`src/rtl/intr_arbiter.sv`:
```
// Fixed-priority interrupt arbiter: latches source pulses into pending bits, applies a mask,
// and hands the lowest-numbered eligible source to the core via req/ack, eoi and a guard gap.
module intr_arbiter #(
  parameter int N_SRC      = 4,
  parameter int CW         = 2,
  parameter int GAP_CYCLES = 8
) (
  input  logic             clk,
  input  logic             resetn,
  input  logic [N_SRC-1:0] src_pulse,
  input  logic             mask_we,
  input  logic [N_SRC-1:0] mask_wdata,
  input  logic             ovr_clr,
  input  logic             irq_ack,
  input  logic             eoi,
  output logic             irq_req,
  output logic             irq_pulse,
  output logic [CW-1:0]    irq_cause,
  output logic [N_SRC-1:0] pending,
  output logic [N_SRC-1:0] mask,
  output logic [N_SRC-1:0] overrun
);

  typedef enum logic [1:0] {
    IDLE    = 2'd0,
    REQ     = 2'd1,
    SERVICE = 2'd2,
    GAP     = 2'd3
  } state_t;

  state_t           state_r, state_nxt;
  logic [N_SRC-1:0] pending_r, mask_r, overrun_r;
  logic [N_SRC-1:0] eligible_s, clr_s;
  logic [CW-1:0]    cause_r, cause_nxt, win_s;
  logic             pulse_r, pulse_nxt;
  logic             ack_take_s;
  logic [7:0]       gap_r, gap_nxt;

  // Ack clear vector and lowest-index winner among unmasked pending sources
  always_comb begin
    ack_take_s = (state_r == REQ) & irq_ack;
    clr_s      = {N_SRC{1'b0}};
    eligible_s = pending_r & ~mask_r;
    win_s      = {CW{1'b0}};
    for (int i = 0; i < N_SRC; i++) begin
      clr_s[i] = ack_take_s & (cause_r == CW'(i));
    end
    // Scan downward so the lowest set index is the last one written
    for (int i = N_SRC - 1; i >= 0; i--) begin
      if (eligible_s[i]) begin
        win_s = CW'(i);
      end else begin
        win_s = win_s;
      end
    end
  end

  // Next-state and next-output decode for the request FSM
  always_comb begin
    state_nxt = state_r;
    cause_nxt = cause_r;
    pulse_nxt = 1'b0;
    gap_nxt   = gap_r;
    case (state_r)
      IDLE: begin
        if (|eligible_s) begin
          state_nxt = REQ;
          cause_nxt = win_s;
          pulse_nxt = 1'b1;
        end else begin
          state_nxt = IDLE;
        end
      end
      REQ: begin
        if (irq_ack) begin
          state_nxt = SERVICE;
        end else begin
          state_nxt = REQ;
        end
      end
      SERVICE: begin
        if (eoi) begin
          state_nxt = GAP;
          gap_nxt   = 8'(GAP_CYCLES);
        end else begin
          state_nxt = SERVICE;
        end
      end
      GAP: begin
        if (gap_r <= 8'd1) begin
          state_nxt = IDLE;
          gap_nxt   = 8'd0;
        end else begin
          state_nxt = GAP;
          gap_nxt   = gap_r - 8'd1;
        end
      end
      default: begin
        state_nxt = IDLE;
        gap_nxt   = 8'd0;
      end
    endcase
  end

  // FSM state, latched cause, request strobe and gap counter
  always_ff @(posedge clk or negedge resetn) begin
    if (!resetn) begin
      state_r <= IDLE;
      cause_r <= {CW{1'b0}};
      pulse_r <= 1'b0;
      gap_r   <= 8'd0;
    end else begin
      state_r <= state_nxt;
      cause_r <= cause_nxt;
      pulse_r <= pulse_nxt;
      gap_r   <= gap_nxt;
    end
  end

  // Pending, overrun and mask registers; a pulse beats its own ack-clear
  always_ff @(posedge clk or negedge resetn) begin
    if (!resetn) begin
      pending_r <= {N_SRC{1'b0}};
      overrun_r <= {N_SRC{1'b0}};
      mask_r    <= {N_SRC{1'b0}};
    end else begin
      pending_r <= (pending_r & ~clr_s) | src_pulse;
      overrun_r <= (overrun_r & ~{N_SRC{ovr_clr}}) | (src_pulse & pending_r & ~clr_s);
      if (mask_we) begin
        mask_r <= mask_wdata;
      end else begin
        mask_r <= mask_r;
      end
    end
  end

  assign irq_req   = (state_r == REQ);
  assign irq_pulse = pulse_r;
  assign irq_cause = cause_r;
  assign pending   = pending_r;
  assign mask      = mask_r;
  assign overrun   = overrun_r;

endmodule

```
`config.mk`:
```
export PLATFORM = sky130hd
export DESIGN_NAME = intr_arbiter
export DESIGN_NICKNAME = d
export VERILOG_FILES = /design/src/rtl/intr_arbiter.sv
export SDC_FILE = /design/constraint.sdc
export NUM_CORES = 1
export LEC_CHECK = 0
export ABC_AREA = 1
export CAP_MARGIN = 20
export CORE_ASPECT_RATIO = 2
export CORE_MARGIN = 2
export CORE_UTILIZATION = 37
export CTS_CLUSTER_SIZE = 16
export DETAILED_ROUTE_END_ITERATION = 12
export PLACE_DENSITY_LB_ADDON = 0.2
export SLEW_MARGIN = 25
export SYNTH_ARGS = -nofsm -noshare
export SYNTH_HDL_FRONTEND = slang
export SYNTH_SLANG_ARGS = --single-unit
```
`constraint.sdc`:
```
create_clock -name clk -period 1.47 [get_ports clk]
set_input_delay 0.441 -clock clk [delete_from_list [all_inputs] [get_ports clk]]
set_output_delay 0.441 -clock clk [all_outputs]
set_load 0.005 [all_outputs]
```
Word-level counts from Yosys, hierarchy flattened

Cells that the tools add are included.

Input port bits: 14
Flip-flop bits (word level): 25

Reductions and logical operators: 6
Eq/ne operators: 7
Bitwise gates (word level): 15
Add/subtract/negate cells: 1
Order comparisons: 1
Multiplexer cells: 14

Operators with widths:

| kind                | count |
|---|---|
| $and 4x4->4         | 5 |
| $mux 8              | 2 |
| $pmux 8 s2          | 1 |
| $mux 2              | 6 |
| $not 4->4           | 3 |
| $eq 2x2->1 const B  | 4 |
| $le 8x1->1 const B  | 1 |
| $or 4x4->4          | 2 |
| $pmux 2 s4          | 1 |
| $sub 8x1->8 const B | 1 |
| $and 1x1->1         | 5 |
| $eq 2x1->1 const B  | 2 |
| $logic_not 2->1     | 2 |
| $mux 1              | 4 |
| $reduce_and 2->1    | 2 |
| $reduce_or 4->1     | 1 |
| $ne 2x2->1 const B  | 1 |
| $reduce_bool 2->1   | 1 |

Depth between registers and ports, before layout

Gate-level depths: netlist of the first run.

Word-level depth: 6
Depth in mapped cells: 8
Mapped depth without buffers: 8

Worst setup path before layout of the first run

OpenSTA, ideal clock, no wires.

Kind: reg2reg
Start: register gap_r[0]
End: register state_r[0]
Setup slack: 0.158 ns
Data required time: 1.338 ns
Clock period less this slack: 1.312 ns
Buffers on the path: 0
Stages on the path, launching flop included: 8
Arrival: 1.180 ns
Setup time: 0.132 ns
Path through: dfrtp_1 inv_1 ha_1 nor2_1 nor2_1 nand2_1 nand2_2 nand4_1

Word-level cells in the longest chain between the ends: 3

RTL lines:

| item                   | line | source |
|---|---|---|
| from (decl)            | 37   | `logic [7:0] gap_r, gap_nxt;` |
| from (signal assigned) | 116  | `gap_r <= gap_nxt;` |
| $le 8x1->1             | 90   | `if (gap_r <= 8'd1) begin` |
| $mux 2                 | 90   |  |
| $pmux 2 s4             | 64   | `case (state_r)` |
| net state_nxt[0]       | 31   | `state_t state_r, state_nxt;` |
| to (signal assigned)   | 113  | `state_r <= state_nxt;` |
| to (decl)              | 31   |  |

The timed path passes the listed nets, and every way through them passes these cells.
A chain may end at the register's enable or synchronous reset.

Worst setup path in the final report of the first run

Start: register pending_r[1] (netlist: pending[1])
End: output pending[1]

RTL lines:

| item                   | line | source |
|---|---|---|
| from (decl)            | 32   | `logic [N_SRC-1:0] pending_r, mask_r, overrun_r;` |
| from (signal assigned) | 123  | `pending_r <= {N_SRC{1'b0}};` |
| from (signal assigned) | 127  | `pending_r <= (pending_r & ~clr_s) \| src_pulse;` |
| to (decl)              | 19   | `output logic [N_SRC-1:0] pending,` |

No word-level cell between the ends.

==> results of run 1 <==
metal layers:
| metal | wire length [um] | GRT usage, % |
|---|---|---|
| met1 | 1100 | 17.0 |
| met5 | 0 | 0 |
| met3 | 92 | 2.11 |
| met2 | 1880 | 36.4 |
| met4 | 65 | 9.36 |
area by class of cell:
class,count,area (um2),area share (%)
Sequential cell,25,626,36.1
Multi-Input combinational cell,97,512,29.5
Timing Repair Buffer,46,407,23.4
Inverter,28,105,6.06
Clock buffer,3,41.3,2.38
Tap cell,31,38.8,2.24
Clock inverter,1,5.00,0.289
cell families after synthesis:
group                      Yosys count
adders and majority gates            2
buffers and inverters               28
xor gates and xnor gates             3
AOI/OAI and AO/OA                   21
and+or+nand+nor                     71
DFF                                 25
power groups by stage:
stage,combinational (mW),clock [mW],sequential (mW)
detailed placement,0.134,0,0.728
floorplan,0.0289,0,0.729
CTS,0.130,0.425,0.713
global placement,0.132,0,0.728
global route,0.140,0.447,0.715
finish,0.127,0.408,0.713
worst paths after layout:
path	slack, ns	startpoint	endpoint	depth (start not counted)
worst max-delay path	0.09	pending[1]	pending[1]	1
worst min-delay path	0.52	resetn	irq_cause[0]	2
max in group asynchronous	0.79	resetn	overrun[3]	2
worst max register to register	0.14	gap_r[0]	gap_r[7]	7
worst min register to register	0.54	overrun[0]	overrun[0]	2
min in group clk	0.54	overrun[0]	overrun[0]	2
registers in the layout (all words and copies together) (netlist names):
| name | flops |
|---|---|
| overrun | 4 |
| irq_pulse | 1 |
| irq_cause | 2 |
| state_r | 2 |
| mask | 4 |
| gap_r | 8 |
| pending | 4 |
what timing repair did:
item	4_1_cts	5_1_grt
setup buffers	8	0
setup endpoints to repair	16	3
gates resized for setup	18	4
stage by stage:
step	cell area (um2)	util, %
global placement	1640	51.4
CTS	1730	54.1
global route	1730	54.3
floorplan	1230	-
finish	1730	54.3
detailed placement	1640	51.4
cell usage in the layout, fill, tap and decap left out, drive strengths merged:
cell type	count
nand2	46
inv	27
dfrtp	25
buf	17
dlygate4sd2	15
clkdlybuf4s50	13
nor2	12
o21ai	12
nand3	7
o22ai	6
nand4	5
clkbuf	4
o21bai	2
xor2	2
ha	2
clkinv	2
nor3	1
xnor2	1
a21oi	1
==> run summary, run 1 <==
first-pass GRT wire length = 5210 um
worst slew pin tran = 0.239 ns
WL per Instance = 13.6 um
share of the synthesized area in the top cell type = 50.8%
P per Cell Area = 719 mW/mm2
Fmax = 727 MHz
# port buffers = 29
Post-synth EDFFs = 0
Critical Path RT = 1.03 ns
largest family of logic cells by synthesized area = simple AND/OR/NAND/NOR gates
Placed Cells = 219
CTS Sinks = 25
initial DRC count = 23
root buf cell = clkbuf_8
Final ANT Viol Nets = 0
DP HPWL = 2450 um
Worst-path clk slew = 0.09 ns
largest net degree at the start of global routing = 26
CP max FO = 2
Max rail drop VDD = 0.638 mV
WP data arrival = 0.94 ns
Setup WS post-layout = 0.0940 ns
Worst slew margin = 84.0%
Total GRT Usage = 18.5%
first-pass iteration count of the detailed router = 4
register bit total from synthesis = 25
Core Area = 0.00319 mm2
Total Wirelength = 3130 um
Critical Path Sink Type = primary output
Logic pwr share = 10.2%
sequential area share after synthesis = 50.8%
Finished Layout Cells = 231
die height = 85.6 um
die area = 0.00383 mm2
fin nets = 217
top cells by count, synth = 44 x nand2_1, 26 x inv_1, 25 x dfrtp_1, 7 x nand3_1, 7 x nor2_1
Initial Utilization = 38.6%
Fillers = 309
Cells after Synth = 150
# Max-Cap Violations = 0
Die Width = 44.8 um
clock skew = 0.00858 ns
Adder-Cell Fraction of Synth Area = 2.03%
static leakage = 0.870 nW
RD Place Congestion = 0.791
CTS tree = built
share of layout cells above drive strength 1 = 19.0%
clock latency on the worst-skew pair = 0.27 ns
setup slack at placement = -0.0125 ns
Hold WS = 0.522 ns
CP startpoint kind = register
drt via density = 5.00
simple-gate share of the synthesized area = 25.7%
TritonCTS Buffers = 3
status = finished, final reports clean
post-layout min period = 1.38 ns
CP top delay family = flip-flops
switching portion of total power = 22.7%
Synth Area in Compound Gates = 10.8%
slowest cell on the critical path = dfrtp_1
initial antenna violation count = 0
Post-Synth XOR/XNOR Area = 2.13%
Antenna Diode Count = 0
Net Sw Power = 0.283 mW
Yosys top cell by area = dfrtp_1
worst min path class = in -> async
RSZ-0062 raised after global routing = no
vias in the first global route = 1,258
Setup Viol. Count Final = 0
Power Total = 1.25 mW
syn avg cell area = 8.21 um2
DRC = 0
count leader, synth = nand2_1
top cells by area, synth = dfrtp_1 51%, nand2_1 13%, inv_1 7.9%
max-slew violation count = 0
CP Buf/Inv Count = 1
top_reg_cell synth = dfrtp_1
mux cell area share after synthesis = 0%
clock share of power = 32.7%
chain of cells forming the critical path = dlygate4sd2_1
setup_tns = 0 ns
DR vias = 1,156
CTS Buffer Depth = 2
internal power = 0.964 mW
critical path class = reg -> out
syn_nets = 166
final hold violations = 0
Cell variety after synth = 21
Async S/R FF share, synth = 100%
I/O pins = 30
grt ovf = 0
Final Cycle Share = 93.6%
hold buffers post-CTS = 0
Worst path max stage delay = 0.40 ns
Area Overhead vs Synth = 40.9%
synth warn = 0
placement row count = 29
Reg power frac = 57.1%
area of the mapped netlist = 0.00123 mm2
CTS H-tree depth = 1
(Power assumes the default switching activity.)
==> inputs of run 2 (changes only) <==
Settings changed: ABC_CLOCK_PERIOD_IN_PS set to 1470, GPL_TIMING_DRIVEN set to 0.
==> run 2 against run 1 <==
Power fell by 0.63%. Clock power barely moved. Critical endpoint is now irq_req. Largest power group unchanged. Clock-buffer cell count did not move.
==> run summary, run 2 (same netlist as run 1, synthesis figures left out) <==
Total GRT Usage = 18.0% (-0.54 points)
first-pass iteration count of the detailed router = 4 (unchanged)
# Max-Cap Violations = 0 (unchanged)
CTS Sinks = 25 (unchanged)
Antenna Diode Count = 0 (unchanged)
commonest non-fill, non-tap cell in the layout = nand2_1
initial antenna violation count = 0 (unchanged)
RD Place Congestion = 0.868 (+9.8%)
wl on met1 = 1030 um (-6.2%)
largest net degree at the start of global routing = 26 (unchanged)
CTS tree = built
Setup Viol. Count Final = 0 (unchanged)
Setup WS post-layout = 0.0741 ns (-0.0199 ns)
Routed met3 length = 112 um (+22%)
CP startpoint kind = register
Top Layer Used = met4
CP max FO = 3 (+1)
r2r startpoint = gap_r[0]
grt ovf = 0 (unchanged)
die height = 85.6 um (unchanged)
WL per Instance = 13.0 um (-4.2%)
Max rail drop VDD = 0.625 mV (-2.1%)
Biggest register = gap_r
Fmax = 716 MHz (-1.4%)
Power Total = 1.24 mW (-0.63%)
placement row count = 29 (unchanged)
DRC = 0 (unchanged)
Worst slew margin = 62.9% (-21 points)
Die Width = 44.8 um (unchanged)
Initial Utilization = 38.6% (unchanged)
final hold violations = 0 (unchanged)
P per Cell Area = 738 mW/mm2 (+2.6%)
I/O pins = 30 (unchanged)
Final Cycle Share = 95.0% (+1.4 points)
vias in the first global route = 1,164 (-7.5%)
# port buffers = 29 (unchanged)
met2 routed WL = 1700 um (-9.5%)
share of layout cells above drive strength 1 = 18.7% (-0.35 points)
Critical Path Sink Type = primary output
critical path class = reg -> out
Worst Setup SP = state_r[1]
setup slack at placement = -0.166 ns (-0.154 ns)
Area Overhead vs Synth = 36.4%
TritonCTS Buffers = 3 (unchanged)
post-layout util = 52.6% (-1.7 points)
Fillers = 344 (+11%)
Final ANT Viol Nets = 0 (unchanged)
clock skew = 0.00272 ns (-0.00586 ns)
DR vias = 1,124 (-2.8%)
initial DRC count = 25 (+8.7%)
post-layout min period = 1.40 ns (+0.0199 ns)
status = finished, final reports clean
fin nets = 210 (-3.2%)
worst slew pin tran = 0.556 ns (+0.317 ns)
max-slew violation count = 0 (unchanged)
WP data arrival = 0.95 ns (about the same)
worst min path class = in -> async
root buf cell = clkbuf_8
RSZ-0062 raised after global routing = no
static leakage = 0.830 nW (-4.6%)
Worst-path clk slew = 0.09 ns (about the same)
Critical Path RT = 1.03 ns (about the same)
commonest non-fill, non-tap cells in the layout = 43 x nand2_1, 24 x inv_1, 23 x dfrtp_1
Total Wirelength = 2910 um (-7.1%)
first-pass GRT wire length = 5110 um (-1.9%)
max FFs per register = 8 (unchanged)
die area = 0.00383 mm2 (unchanged)
DP HPWL = 2260 um (-7.5%)
CTS H-tree depth = 1 (unchanged)
Core Area = 0.00319 mm2 (unchanged)
drt via density = 5.02 (+0.27%)
clock latency on the worst-skew pair = 0.27 ns (about the same)
CTS Buffer Depth = 2 (unchanged)
==> run 2: changes by cell type in the layout (fill, tap and decap cells not counted), sizes merged <==
cell           before  now
clkbuf              4    3
clkdlybuf4s50      13   12
buf                17   12
==> run 2: what timing repair did <==
item | CTS | global route
setup buffers | 8 | 2
gates resized for setup | 24 | 4
hold buffers | 0 | 0
endpoints found under the setup margin | 24 | 11
pin swaps | 1 | 1
==> run 2: layout make-up <==
| class | instances | area, um2 | area share, % |
|---|---|---|---|
| Inverter | 28 | 105 | 6.26 |
| Multi-Input combinational cell | 97 | 524 | 31.2 |
| Clock buffer | 3 | 41.3 | 2.46 |
| Timing Repair Buffer | 39 | 337 | 20.0 |
| Clock inverter | 1 | 5.00 | 0.298 |
| Tap cell | 31 | 38.8 | 2.31 |
| Sequential cell | 25 | 628 | 37.4 |
==> run 2: layer usage <==
metal,global-route usage (%),vias to the layer above
met3,2.95,6
li1,-,563
met5,0,-
met1,18.4,532
met4,8.29,0
met2,33.3,23
==> run 2: worst max-delay path, cell delays in order, from the launching register on <==
cell and delay (ns):
dfrtp_2 0.43, nor2_4 0.13, buf_2 0.13
==> run 2: through the flow <==
step                hold slack, ns  cells  instance area, um2  setup TNS (ns)
floorplan                    0.145    150                1230               0
global placement             0.513    210                1560          -10.47
detailed placement           0.474    210                1560          -0.840
CTS                          0.188    222                1650               0
global route                 0.204    224                1680               0
finish                       0.148    224                1680               0
==> run 2: path summary, 6_finish.rpt <==
| path | end | slack (ns) | cells after the start |
|---|---|---|---|
| setup / recovery | irq_req | 0.07 | 2 |
| hold / removal | gap_r[0] | 0.15 | 1 |
| setup reg to reg | state_r[0] | 0.09 | 7 |
| hold reg to reg | gap_r[6] | 0.53 | 2 |
| max in group asynchronous | state_r[1] | 0.92 | 1 |
| min in group clk | gap_r[6] | 0.53 | 2 |
==> run 2: power by group <==
| part | switching (mW) | leakage, nW | internal, mW |
|---|---|---|---|
| registers | 0.00894 | 0.271 | 0.704 |
| clock network | 0.221 | 0.0255 | 0.190 |
| logic | 0.0534 | 0.534 | 0.0615 |
| total | 0.284 | 0.830 | 0.956 |
==> inputs of run 3 (changes only) <==
Settings changed: CORE_UTILIZATION 37 to 35, DONT_BUFFER_PORTS set to 1.
==> run 3 against run 2 <==
Critical path depth grew 5. Sequential share of layout area grew 8.4 points. Clock skew grew 0.0033 ns. Maximum frequency grew 1.1%. Clock-buffer cell count grew 1. Clock power shrank 3%. Wire length shrank 7.1%. Final area shrank 19%. Cell count shrank 16%.
==> run summary, run 3 (same netlist as run 1, synthesis figures left out) <==
static leakage = 0.667 nW (-20%)
Logic pwr share = 4.9% (-4.4 points)
root buf cell = clkbuf_8
drt via density = 5.23 (+4.2%)
grt ovf = 0 (unchanged)
Total Wirelength = 2700 um (-7.1%)
first-pass iteration count of the detailed router = 4 (unchanged)
WHS Endpoint = overrun[2]
status = finished, final reports clean
FF-to-FF path depth = 7 (unchanged)
setup_tns = 0 ns (unchanged)
Critical Path Sink Type = register
Core Area = 0.00338 mm2 (+5.8%)
DR vias = 983 (-13%)
Final ANT Viol Nets = 0 (unchanged)
Initial Utilization = 36.4% (-2.1 points)
DRC = 0 (unchanged)
RSZ-0062 raised after global routing = no
CTS Sinks = 25 (unchanged)
initial antenna violation count = 0 (unchanged)
worst flop-to-flop path endpoint = gap_r[7]
Antenna Diode Count = 0 (unchanged)
Setup Buffers After CTS = 0 (-8)
Fillers = 357 (+3.8%)
share of layout cells above drive strength 1 = 13.5% (-5.2 points)
WP data arrival = 1.54 ns (+0.59 ns)
RD Place Congestion = 0.790 (-9.1%)
I/O pins = 30 (unchanged)
worst hold stages = 1
Total GRT Usage = 15.9% (-2.1 points)
commonest non-fill, non-tap cell in the layout = nand2_1
fin nets = 173 (-18%)
CP max FO = 5 (+2)
Reg power frac = 61.2% (+3.6 points)
switching portion of total power = 21.8% (-1.1 points)
r2r startpoint = gap_r[0]
Area Overhead vs Synth = 11.1%
Critical Path RT = 1.63 ns (+0.60 ns)
TritonCTS Buffers = 3 (unchanged)
CP startpoint kind = register
# Max-Cap Violations = 0 (unchanged)
final hold violations = 0 (unchanged)
placement row count = 30 (+3.4%)
max FFs per register = 8 (unchanged)
Final Cycle Share = 93.9% (-1.0 points)
CTS tree = built
Reg area = 627 um2 (-0.20%)
critical path class = reg -> reg
# port buffers = 0 (-100%)
largest net degree at the start of global routing = 26 (unchanged)
clock skew = 0.00597 ns (+0.00325 ns)
Fmax = 724 MHz (+1.1%)
CTS H-tree depth = 1 (unchanged)
multi-input logic area = 520 um2 (-0.72%)
internal power = 0.919 mW (-3.8%)
WL per Instance = 14.4 um (+11%)
P per Cell Area = 860 mW/mm2 (+16%)
worst min path class = in -> reg
Die Width = 45.9 um (+2.6%)
commonest non-fill, non-tap cells in the layout = 43 x nand2_1, 25 x inv_1, 24 x dfrtp_1
Net Sw Power = 0.256 mW (-9.7%)
Biggest register = gap_r
Max rail drop VDD = 0.586 mV (-6.2%)
CTS Buffer Depth = 2 (unchanged)
clock latency on the worst-skew pair = 0.26 ns (about the same)
max-slew violation count = 0 (unchanged)
initial DRC count = 19 (-24%)
Worst-path clk slew = 0.09 ns (about the same)
post-layout min period = 1.38 ns (-0.0150 ns)
clock share of power = 33.9% (+0.7 points)
Reg2Reg Setup Slack = 0.09 ns (about the same)
Setup Viol. Count Final = 0 (unchanged)
Worst slew margin = 76.7% (+14 points)
worst slew pin tran = 0.350 ns (-0.206 ns)
Hold Path Origin = ovr_clr
setup slack at placement = -0.115 ns (+0.0510 ns)
die area = 0.00404 mm2 (+5.3%)
first-pass GRT wire length = 4630 um (-9.4%)
vias in the first global route = 1,067 (-8.3%)
Setup WS post-layout = 0.0891 ns (+0.0150 ns)
DP HPWL = 2140 um (-5.5%)
die height = 87.9 um (+2.7%)
[run 3: cell count changes in the layout (fill, tap and decap cells not counted), sizes merged]
cell	delta
buf	-11
clkbuf	+1
clkdlybuf4s50	-12
clkinv	-1
dlygate4sd2	-15
dlygate4sd3	+1
[run 3: final cells by class]
| class | instances | share of cell area [%] |
|---|---|---|
| repair buffers | 2 | 2.20 |
| inverters | 28 | 7.69 |
| flip-flops and latches | 25 | 45.8 |
| multi-input cells | 97 | 38.1 |
| well taps | 32 | 2.93 |
| clock buffers | 4 | 3.29 |
[run 3: worst max path at each step]
stage / startpoint / end / slack, ns / cells after the start
after floorplan: gap_r[0] / state_r[0] / 0.16 / 7
after global placement: gap_r[0] / state_r[0] / -0.08 / 7
after detailed placement: gap_r[0] / state_r[0] / -0.12 / 7
after CTS: gap_r[0] / state_r[0] / 0.05 / 7
after global routing: gap_r[0] / state_r[0] / 0.02 / 7
final: gap_r[0] / gap_r[7] / 0.09 / 7
[run 3: power by group through the flow]
stage                     logic (mW)  registers [mW]  clock network [mW]
after floorplan               0.0289           0.729                   0
after global placement        0.0358           0.734                   0
after detailed placement      0.0372           0.734                   0
after CTS                     0.0603           0.720               0.416
after global routing          0.0691           0.722               0.442
final                         0.0579           0.719               0.398
[run 3: metrics by stage]
| stage | util, % | hold slack (ns) | cells | instance area [um2] | total power [mW] |
|---|---|---|---|---|---|
| floorplan | - | 0.145 | 150 | 1230 | 0.758 |
| global placement | 37.6 | 0.146 | 182 | 1270 | 0.769 |
| detailed placement | 37.6 | 0.147 | 182 | 1270 | 0.772 |
| CTS | 40.4 | 0.261 | 188 | 1360 | 1.20 |
| global route | 40.5 | 0.254 | 188 | 1370 | 1.23 |
| finish | 40.5 | 0.268 | 188 | 1370 | 1.18 |
[run 3: repair_timing]
item                       4_1_cts  5_1_grt
pin swaps                        0        0
gates resized for setup          4        2
hold buffers                     2        0
setup endpoints to repair       10        8
hold endpoints to repair        25        0
[run 3: layer usage]
metal	GRT usage, %	part of all wire [%]
met5	0	0
met4	5.45	1.4
met3	3.09	4.7
met2	30.1	61
met1	16.0	33
[run 3: critical path, cell delays in order, from the launching register on]
cell and delay [ns]:
dfrtp_2 0.45, inv_2 0.12, ha_4 0.18, nor2_1 0.05, nor2_1 0.14, nand2_2 0.11
a21oi_1 0.18, nor2_2 0.05
